**src/rtl/cpu_pkg.sv**
```systemverilog
// rtl/cpu_pkg.sv - shared widths, forward-select codes and control-bit positions
package cpu_pkg;
  localparam int WORD_W    = 16;
  localparam int REG_IDX_W = 3;
  localparam int NUM_REGS  = 8;

  localparam logic [1:0] FWD_RF  = 2'd0;
  localparam logic [1:0] FWD_ALU = 2'd1;
  localparam logic [1:0] FWD_MEM = 2'd2;
  localparam logic [1:0] FWD_WB  = 2'd3;

  localparam int SIG_SRC1     = 4;
  localparam int SIG_SRC2     = 3;
  localparam int SIG_REGDST   = 2;
  localparam int SIG_EXTOP    = 1;
  localparam int SIG_EXTPLACE = 0;

  // ExtPlace moves the byte to the upper half; otherwise ExtOp picks sign vs zero extension
  function automatic logic [WORD_W-1:0] extend_imm(input logic [7:0] imm,
                                                   input logic ext_op,
                                                   input logic ext_place);
    if (ext_place) return {imm, 8'h00};
    return {{8{ext_op & imm[7]}}, imm};
  endfunction
endpackage

```
**src/rtl/decode_stage_regfile.sv**
```systemverilog
// rtl/decode_stage_regfile.sv - 8x16 register file, R0 hardwired to zero
module regfile
  import cpu_pkg::*;
(
  input  logic                 i_clk,
  input  logic                 i_rst_n,
  input  logic                 i_we,
  input  logic [REG_IDX_W-1:0] i_waddr,
  input  logic [WORD_W-1:0]    i_wdata,
  input  logic [REG_IDX_W-1:0] i_raddr_a,
  input  logic [REG_IDX_W-1:0] i_raddr_b,
  output logic [WORD_W-1:0]    o_rdata_a,
  output logic [WORD_W-1:0]    o_rdata_b,
  output logic [WORD_W-1:0]    o_r7
);
  logic [WORD_W-1:0] r_regs [NUM_REGS];

  always_ff @(posedge i_clk or negedge i_rst_n) begin
    if (!i_rst_n) begin
      r_regs <= '{default: '0};
    end else if (i_we && (i_waddr != '0)) begin
      r_regs[i_waddr] <= i_wdata;
    end
  end

  // No write-to-read bypass: the forwarding mux covers same-cycle write-back
  assign o_rdata_a = (i_raddr_a == '0) ? '0 : r_regs[i_raddr_a];
  assign o_rdata_b = (i_raddr_b == '0) ? '0 : r_regs[i_raddr_b];
  assign o_r7      = r_regs[NUM_REGS-1];
endmodule

```
**src/rtl/decode_stage.sv**
```systemverilog
// rtl/decode_stage.sv - ID stage: index select, extender, forwarding, ID/EX registers, compare
module decode_stage
  import cpu_pkg::*;
(
  input  logic                 clk,
  input  logic                 rst_n,
  input  logic                 stall,
  input  logic                 WB_signals,
  input  logic [REG_IDX_W-1:0] DestinationRegister,
  input  logic [WORD_W-1:0]    WBResult,
  input  logic [1:0]           ForwardA,
  input  logic [1:0]           ForwardB,
  input  logic [WORD_W-1:0]    AluResult,
  input  logic [WORD_W-1:0]    MemoryResult,
  input  logic [4:0]           signals,
  input  logic [WORD_W-1:0]    instruction,
  input  logic [WORD_W-1:0]    NPC,
  output logic [REG_IDX_W-1:0] RA,
  output logic [REG_IDX_W-1:0] RB,
  output logic [REG_IDX_W-1:0] TargetDestinationRegister,
  output logic [WORD_W-1:0]    A,
  output logic [WORD_W-1:0]    B,
  output logic [WORD_W-1:0]    I_TypeImmediate,
  output logic [WORD_W-1:0]    J_TypeImmediate,
  output logic [WORD_W-1:0]    ReturnAddress,
  output logic [WORD_W-1:0]    PC1,
  output logic [WORD_W-1:0]    Immediate1,
  output logic                 gt,
  output logic                 lt,
  output logic                 eq
);
  logic [REG_IDX_W-1:0] w_src_a, w_src_b, w_dst;
  logic [WORD_W-1:0]    w_ext, w_rf_a, w_rf_b, w_r7, w_opnd_a, w_opnd_b;
  logic                 w_unused;

  logic [REG_IDX_W-1:0] r_ra, r_rb, r_td;
  logic [WORD_W-1:0]    r_a, r_b, r_iimm, r_jimm, r_ret, r_pc1, r_imm1;

  assign w_src_a  = signals[SIG_SRC1]   ? '0 : instruction[8:6];
  assign w_src_b  = signals[SIG_SRC2]   ? instruction[5:3] : instruction[11:9];
  assign w_dst    = signals[SIG_REGDST] ? 3'd7 : instruction[11:9];
  assign w_ext    = extend_imm(instruction[7:0], signals[SIG_EXTOP], signals[SIG_EXTPLACE]);
  // Opcode bits are decoded upstream
  assign w_unused = ^instruction[15:12];

  regfile u_regfile (
    .i_clk    (clk),
    .i_rst_n  (rst_n),
    .i_we     (WB_signals),
    .i_waddr  (DestinationRegister),
    .i_wdata  (WBResult),
    .i_raddr_a(w_src_a),
    .i_raddr_b(w_src_b),
    .o_rdata_a(w_rf_a),
    .o_rdata_b(w_rf_b),
    .o_r7     (w_r7)
  );

  always_comb begin
    w_opnd_a = w_rf_a;
    case (ForwardA)
      FWD_ALU: w_opnd_a = AluResult;
      FWD_MEM: w_opnd_a = MemoryResult;
      FWD_WB:  w_opnd_a = WBResult;
      default: w_opnd_a = w_rf_a;
    endcase
    w_opnd_b = w_rf_b;
    case (ForwardB)
      FWD_ALU: w_opnd_b = AluResult;
      FWD_MEM: w_opnd_b = MemoryResult;
      FWD_WB:  w_opnd_b = WBResult;
      default: w_opnd_b = w_rf_b;
    endcase
  end

  always_ff @(posedge clk or negedge rst_n) begin
    if (!rst_n) begin
      r_ra   <= '0;
      r_rb   <= '0;
      r_td   <= '0;
      r_a    <= '0;
      r_b    <= '0;
      r_iimm <= '0;
      r_jimm <= '0;
      r_ret  <= '0;
      r_pc1  <= '0;
      r_imm1 <= '0;
    end else if (!stall) begin
      r_ra   <= w_src_a;
      r_rb   <= w_src_b;
      r_td   <= w_dst;
      r_a    <= w_opnd_a;
      r_b    <= w_opnd_b;
      r_iimm <= w_ext + NPC;
      r_jimm <= {NPC[15:12], instruction[11:0]};
      r_ret  <= w_r7;
      r_pc1  <= NPC;
      r_imm1 <= w_ext;
    end
  end

  assign RA                        = r_ra;
  assign RB                        = r_rb;
  assign TargetDestinationRegister = r_td;
  assign A                         = r_a;
  assign B                         = r_b;
  assign I_TypeImmediate           = r_iimm;
  assign J_TypeImmediate           = r_jimm;
  assign ReturnAddress             = r_ret;
  assign PC1                       = r_pc1;
  assign Immediate1                = r_imm1;

  assign gt = $signed(r_a) > $signed(r_b);
  assign lt = $signed(r_a) < $signed(r_b);
  assign eq = (r_a == r_b);
endmodule

```
**config.mk**
```make
export PLATFORM = sky130hd
export DESIGN_NAME = decode_stage
export DESIGN_NICKNAME = d
export VERILOG_FILES = /design/src/rtl/cpu_pkg.sv /design/src/rtl/decode_stage_regfile.sv /design/src/rtl/decode_stage.sv
export SDC_FILE = /design/constraint.sdc
export NUM_CORES = 1
export LEC_CHECK = 0
export ABC_AREA = 1
export CORE_MARGIN = 2
export CORE_UTILIZATION = 55
export DETAILED_ROUTE_END_ITERATION = 8
export PLACE_DENSITY = 0.81
export SLEW_MARGIN = 30
export SYNTH_ARGS = -nofsm -noshare
export SYNTH_HDL_FRONTEND = slang
export SYNTH_HIERARCHICAL = 1
export SYNTH_SLANG_ARGS = --single-unit
```
**constraint.sdc**
```tcl
create_clock -name clk -period 2.4 [get_ports clk]
set_clock_uncertainty 0.15 [all_clocks]
set_input_delay 0.48 -clock clk [delete_from_list [all_inputs] [get_ports clk]]
set_output_delay 0.48 -clock clk [all_outputs]
set_load 0.05 [all_outputs]
```
After elaboration in Yosys (flattened, before gate mapping)
Cells that the tools add are included.

operators by class
  reductions and logical operators = 5
  bitwise gates (word level) = 4
  shift operators = 0
  $mul = 0
  muxes and demuxes = 19
  $add $sub $neg = 1
  equal/unequal tests = 7
  $lt $le $gt $ge = 6
  div/mod/pow operators = 0

operators by type and width
  cell                  count
  $mux W16              9
  $bwmux W128           1
  $bmux W16 S3          2
  $pmux W16 S3          2
  $demux W16 S3         1
  $add A16 B16 Y16      1
  $eq A16 B16 Y1        1
  $gt A16 B16 Y1        1
  $lt A16 B16 Y1        1
  $ge A4 B4 Y1 const B  3
  $not A3 Y4            3
  $mux W3               3
  $eq A2 B2 Y1 const B  4
  $logic_not A3 Y1      2
  $eq A2 B1 Y1 const B  2
  $lt A4 B1 Y1 const B  1
  $reduce_bool A3 Y1    1
  $logic_and A1 B1 Y1   2
  $and A1 B1 Y1         1
  $mux W1               1

storage, ports and cells
  output and inout port bits = 124
  logic and storage cells = 60
  ROM bits = 0
  bits in latches = 0
  memories = 0
  RAM bits = 0
  register bits = 249

Longest topological paths before layout
Gate-level depths: netlist of the first run.

  depth after elaboration = 7
  gate-level depth with buffers = 16

By module
Netlist of the first run, hierarchy kept.

modules (own cells, without submodules)
  module        area each (sq um)  times used  cells each
  regfile       7692.4             1           1166
  decode_stage  6503.7             1           879

Worst setup path before layout of the first run
Ideal clock, no wire load.

  path type = register to output
  start = register r_b[15] (netlist: B[15])
  end = output gt
  stages on the path, launching flop included = 10
  data arrival time = 2.563 ns
  setup slack = -0.793 ns
  cells stage by stage = dfrtp_1 -> inv_1 -> ha_1 -> a21oi_1 -> o21ai_0 -> a21oi_1 -> nand2_1 -> nand2_1 -> nand2_1 -> nor2_1

between the ends
  cells in the longest elaborated chain, start to end = 1

RTL lines
  element                 line                 RTL
  from (decl)             decode_stage.sv:37   logic [WORD_W-1:0] r_a, r_b, r_iimm, r_jimm, r_ret, r_pc1, r_imm1;
  from (signal assigned)  decode_stage.sv:93   r_b <= w_opnd_b;
  $gt A16 B16 Y1          decode_stage.sv:113  assign gt = $signed(r_a) > $signed(r_b);
  to (decl)               decode_stage.sv:28   output logic gt,

No other way between the ends.

Worst setup path in the final report of the first run
  start = register r_a[15] (netlist: A[15])
  end = output gt

between the ends
  cells in the longest elaborated chain, start to end = 1

RTL lines
  element                 line                 RTL
  from (decl)             decode_stage.sv:37
  from (signal assigned)  decode_stage.sv:92   r_a <= w_opnd_a;
  $gt A16 B16 Y1          decode_stage.sv:113

No other way between the ends.

==> summary.txt, run 1 <==
Die height: 165 um
Hold Vio Cnt, Final: 0
Core Util, Final: 73.2%
Maxcap violations: 0
Number of synthesized flops with an enable pin: 0
Asr flop ratio synth: 100%
IO buf count: 215
Net Switching: 5.04 mW
Max Root-Sink Buffers: 3
Met3 GRT Util: 5.75%
Violated checks: setup timing
Combinational power share: 33.5%
Crit-path cells: ha_4 > a21oi_1 > o21ai_1 > a21oi_2 > nand2_2 > nand2_4 > nand2_8 > nor2_4 > buf_12
Max transition margin: 59.2%
Switching Share: 36.7%
Hold Path Origin: stall
Power, Total: 13.7 mW
Dpl hpwl: 36.4 mm
P&R area growth vs syn: 30.2%
H-tree depth: 1
Final period util: 117%
Pin count of the biggest net entering global routing: 63
Die area: 27100 um2
Reg2reg start: u_regfile/o_r7[11]
Yosys top cell by area: dfrtp_1
Post-synth top cells: 804 x nand2_1, 245 x dfrtp_1, 229 x inv_1
GRT Util Overall: 36.6%
Global route overflow: 0
Worst Setup Start Kind: register
Register area: 6170 um2
Worst vdd ir: 0.634 mV
Met2 usage: 59.2%
Reg2reg setup slack: 720 ps
Fmax: 355 MHz
Worst hold stages: 3
Num Clock Sinks: 245
Cell row count: 58
Post-Layout Cell Count: 2629
Unrepaired setup endpoints after global routing: true
Worst min-delay path category: in -> reg
Multi-input logic area: 6680 um2
Share of the synthesized area in the top cell type: 43.2%
Top Ports: 220
Mean Syn Cell Area: 6.94 um2
Reg2Reg Depth: 9
Hold worst-path end: I_TypeImmediate[12]
Clock network power share: 29.0%
Max incr delay on CP: 440 ps
CTS Buf Count: 27
DRC Markers: 0
Setup tns final: -1000 ps
Worst Path Arrival: 2190 ps
Placed Area: 17500 um2
Layout Nets: 2410
Synth Cell Area: 14200 um2
Worst path slowest cell: dfrtp_2
Chip Width: 165 um
Worst path required time: 1770 ps
Met1 Track Usage GR: 46.6%
Synth Instances: 2045
Dpl ws: -475 ps
Share of layout cells above drive strength 1: 12.5%
Top Usage Layer GRT: met2
Worst Setup Path Type: reg -> out
Initial Util: 56.2%
Top FF cell, synth: dfrtp_1
WL final: 49.7 mm
CTS tree: yes
Antenna violations before repair: 0
Via count: 14700
Design area: 18500 um2
Worst setup margin: -420 ps
Initial drt markers: 1563
Placer Congestion: 0.942
Hold Slack: 160 ps
Post-synth cell types: 37
# fillers: 2021
Vias per cell: 5.60
Seq pwr share: 37.6%
Synthesized Nets: 2173
Final setup viols: 3
CTS root buf: clkbuf_16
Clk_lat worst skew: 540 ps
Status: finished, violations left
First-pass GRT wire length: 76.6 mm
CP Capture Type: output pin
1st-pass router iterations: 6
Ranking of synthesized cells by area: dfrtp_1 43%, nand2_1 21%, nand3_1 6.5%
Register clock-pin slew on the reported worst setup and hold paths: 70 ps
Worst reg2reg endpoint: A[11]
Synth warn: 6
Sequential area share after synthesis: 43.2%
Slew @ Worst Pin: 615 ps
Power Dens Cells: 743 nW/um2
Placed instance count: 2575
Vias in the first global route: 14200
Internal: 8.70 mW
Slew Limit Fails: 0
Antenna viol nets, final: 0
Post-layout min period: 2820 ps
Top-count cell post-synth: nand2_1
Ant. Diodes: 0
CORE AREA: 25300 um2
Wire length per cell after detailed routing: 18.9 um
#FFs+latches synth: 245
Leak pwr: 9.69 nW
Worst Path Max Fanout: 4
state kept, by name, summed over array words and instances (netlist names), 12 cells and up:
name / flops
Immediate1: 16
J_TypeImmediate: 16
u_regfile/r_regs: 112
PC1: 12
I_TypeImmediate: 16
B: 16
u_regfile/o_r7: 16
ReturnAddress: 16
A: 16
kinds of logic after synthesis:
kind of cell	count (synthesis)	share of synthesized area, %
fa+ha+maj	32	2.87
flops	245	43.2
compound gates	249	9.57
buf+inv	378	11.8
xor+xnor	2	0.123
simple gates	1139	32.4
worst max-delay path by stage:
stage / from / end / slack (ps) / cells after the start
2_1_floorplan: B[7] / gt / 1 / 10
3_3_place_gp: signals[0] / I_TypeImmediate[15] / -450 / 14
5_1_grt: B[5] / gt / -470 / 12
4_1_cts: A[5] / gt / -430 / 11
3_5_place_dp: signals[0] / I_TypeImmediate[15] / -470 / 14
6_report: A[15] / gt / -420 / 9
cells in the final DEF (no fill, tap or decap), types with 7 or more instances in the layout:
| cell type | instances |
|---|---|
| dfrtp_2 | 32 |
| clkdlybuf4s50_1 | 159 |
| a41oi_1 | 21 |
| nor2_2 | 8 |
| o21ai_1 | 29 |
| nand3_1 | 184 |
| nor2_1 | 113 |
| o21ai_0 | 125 |
| dlygate4sd2_1 | 32 |
| nand2_2 | 12 |
| inv_1 | 218 |
| a21oi_1 | 50 |
| clkbuf_16 | 27 |
| ha_4 | 12 |
| clkbuf_1 | 7 |
| ha_1 | 19 |
| buf_4 | 112 |
| dlymetal6s2s_1 | 16 |
| dfrtp_1 | 213 |
| inv_2 | 19 |
| nand2_1 | 793 |
| buf_12 | 28 |
power groups by stage:
stage | combinational [mW] | sequential [mW] | clock, mW
after floorplan | 2.01 | 5.96 | 0
after global placement | 4.41 | 5.19 | 0
after detailed placement | 4.50 | 5.22 | 0
after CTS | 4.52 | 5.15 | 4.01
after global routing | 5.00 | 5.22 | 4.18
final | 4.60 | 5.16 | 3.98
timing repair:
item                                    in CTS  in global routing
resized for setup                           38                 37
hold endpoints to repair                   245                  0
pin swaps                                   11                  7
endpoints found under the setup margin      33                 31
setup buffers                                5                  2
hold buffers                                 1                  0
critical path, delay by kind of cell (launching register included):
kind	cells	cell delay [ps]
simple gates	4	350
compound gates	3	440
fa+ha+maj	1	270
buf+inv	1	140
flops	1	440
routing by layer:
layer	share of wire, %	wire (um)	up-vias
met5	0	0	-
met4	7.1	3520	0
met3	8.8	4350	208
met2	45	22600	824
met1	39	19200	6857
li1	-	-	6833
final cells by class:
class | count | area share [%]
flip-flops and latches | 245 | 33.4
multi-input cells | 1422 | 36.1
repair buffers | 349 | 18.9
inverters | 237 | 4.81
clock inverters | 7 | 0.345
well taps | 330 | 2.23
clock buffers | 39 | 4.17
Power figures use the tool's default switching activity.
==> run 2, diff against run 1 <==
--- a/config.mk
+++ b/config.mk
@@ -6,7 +6,8 @@
 export NUM_CORES = 1
 export LEC_CHECK = 0
 export ABC_AREA = 1
-export CORE_MARGIN = 2
+export ABC_CLOCK_PERIOD_IN_PS = 2400
+export CORE_MARGIN = 1.5
 export CORE_UTILIZATION = 55
 export DETAILED_ROUTE_END_ITERATION = 8
 export PLACE_DENSITY = 0.81
==> summary.txt, run 2 (synthesis gave the netlist of run 1 again) <==
Leak pwr: 9.80 nW
Worst setup margin: -497 ps
Met2 usage: 59.7%
Reg2reg start: u_regfile/o_r7[11]
Vias per cell: 5.59
Post-layout min period: 2900 ps
First-pass GRT wire length: 75.9 mm
Worst Setup Start Kind: register
Layout Nets: 2422
Power, Total: 13.9 mW
Num Clock Sinks: 245
CORE AREA: 25300 um2
Antenna violations before repair: 1
Register clock-pin slew on the reported worst setup and hold paths: 60 ps
Worst Path Arrival: 2270 ps
Met1 Track Usage GR: 46.7%
CTS tree: yes
Worst min-delay path category: in -> reg
# fillers: 2004
Met3 GRT Util: 4.82%
CTS Buf Count: 27
Max transition margin: 60.1%
Die height: 164 um
Worst path most repeated cell: a21oi_4
Most frequent cells in the layout: 789 x nand2_1, 217 x inv_1, 213 x dfrtp_1
Vias in the first global route: 14100
Worst Setup Path Type: reg -> out
Worst path slowest cell: dfrtp_2
Clk_lat worst skew: 540 ps
Violated checks: setup timing
Hold worst-path end: J_TypeImmediate[0]
Maxcap violations: 0
Placer Congestion: 0.944
Slew Limit Fails: 0
H-tree depth: 1
Commonest non-fill, non-tap cell in the layout: nand2_1
GRT Util Overall: 36.4%
Reg with most FFs: u_regfile/r_regs
Top Ports: 220
Share of layout cells above drive strength 1: 13.3%
Max incr delay on CP: 430 ps
WL final: 48.7 mm
Final setup viols: 3
Top Usage Layer GRT: met2
Initial Util: 56.2%
Slew @ Worst Pin: 597 ps
Chip Width: 164 um
Multi-input logic area: 6710 um2
Worst hold stages: 3
Post-Layout Cell Count: 2639
Dpl hpwl: 34.9 mm
Reg2Reg Depth: 9
CTS root buf: clkbuf_16
Initial drt markers: 1898
Hold Path Origin: instruction[0]
Global route overflow: 0
Max reg flops: 112
Pin count of the biggest net entering global routing: 144
Status: finished, violations left
Placed instance count: 2576
Ant. Diodes: 0
Hold Vio Cnt, Final: 0
Wire length per cell after detailed routing: 18.5 um
Antenna viol nets, final: 0
Fmax: 345 MHz
1st-pass router iterations: 6
CP Capture Type: output pin
Die area: 26800 um2
Crit path max-delay family: compound AO/OA/AOI/OAI gates
Worst vdd ir: 0.739 mV
Final period util: 121%
Buf/Inv on CP: 2
Dpl ws: -565 ps
Power Dens Cells: 747 nW/um2
Unrepaired setup endpoints after global routing: true
Max Root-Sink Buffers: 3
Cell row count: 58
Worst path required time: 1770 ps
IO buf count: 215
Worst reg2reg endpoint: A[11]
Via count: 14700
DRC Markers: 0
Register area: 6170 um2
Reg2reg setup slack: 740 ps
P&R area growth vs syn: 31.1%
Crit-path cells: inv_2 > ha_4 > a21oi_4 > o21ai_2 > a21oi_4 > nand2_2 > nand2_4 > nand2_8 > nor2_4 > buf_12
Worst Path Max Fanout: 3
==> run 2: cell count changes in the layout (fill, tap and decap cells not counted), sizes merged <==
cell and change:
clkdlybuf4s50 -6, buf +11, bufinv +1, dlymetal6s2s +3, clkbuf -3, dlygate4sd2 +4
==> run 2: report_power, final <==
group	internal, mW	switching [mW]	total (mW)
registers	4.75	0.399	5.15
clock network	2.44	1.64	4.08
logic	1.67	3.01	4.68
==> run 2: stage by stage <==
stage          hold slack, ps  utilization, %  cell area [um2]  TNS (ps)
6_report                  147            73.7            18600     -1190
5_1_grt                   154            73.7            18600     -1340
3_3_place_gp              215            69.1            17500    -11930
3_5_place_dp              216            69.1            17500    -13820
2_1_floorplan            34.4               -            14400         0
4_1_cts                   229            73.2            18500      -876
==> run 2: worst min-delay path: stages <==
cell            delay, ps
dlymetal6s2s_1        160
inv_1                  80
o21ai_0                70
==> run 2: layout make-up <==
class / instances / share of cell area, %
clock buffer: 36 / 4.13
clock inverter: 8 / 0.524
inverter: 237 / 4.78
multi-input combinational: 1422 / 36.0
sequential: 245 / 33.1
tap: 330 / 2.22
timing repair buffer: 361 / 19.2
==> run 2: worst max path at each step <==
stage / start / end / depth (start not counted)
finish: B[15] / gt / 10
global route: B[10] / gt / 11
CTS: B[5] / gt / 12
detailed placement: signals[0] / I_TypeImmediate[15] / 14
global placement: signals[0] / I_TypeImmediate[15] / 14
floorplan: B[7] / gt / 10
==> run 2: timing repair <==
action / 4_1_cts / 5_1_grt
buffers inserted: 16 / 2
hold endpoints to repair: 52 / 0
pin swaps: 14 / 5
setup endpoints to repair: 39 / 31
hold buffers: 1 / 0
resized for setup: 58 / 39
==> run 2: routing by layer <==
layer / share of wire (%) / up-vias
li1: - / 6881
met1: 39 / 6850
met2: 46 / 826
met3: 8.4 / 184
met4: 6.3 / 2
met5: 0.027 / -
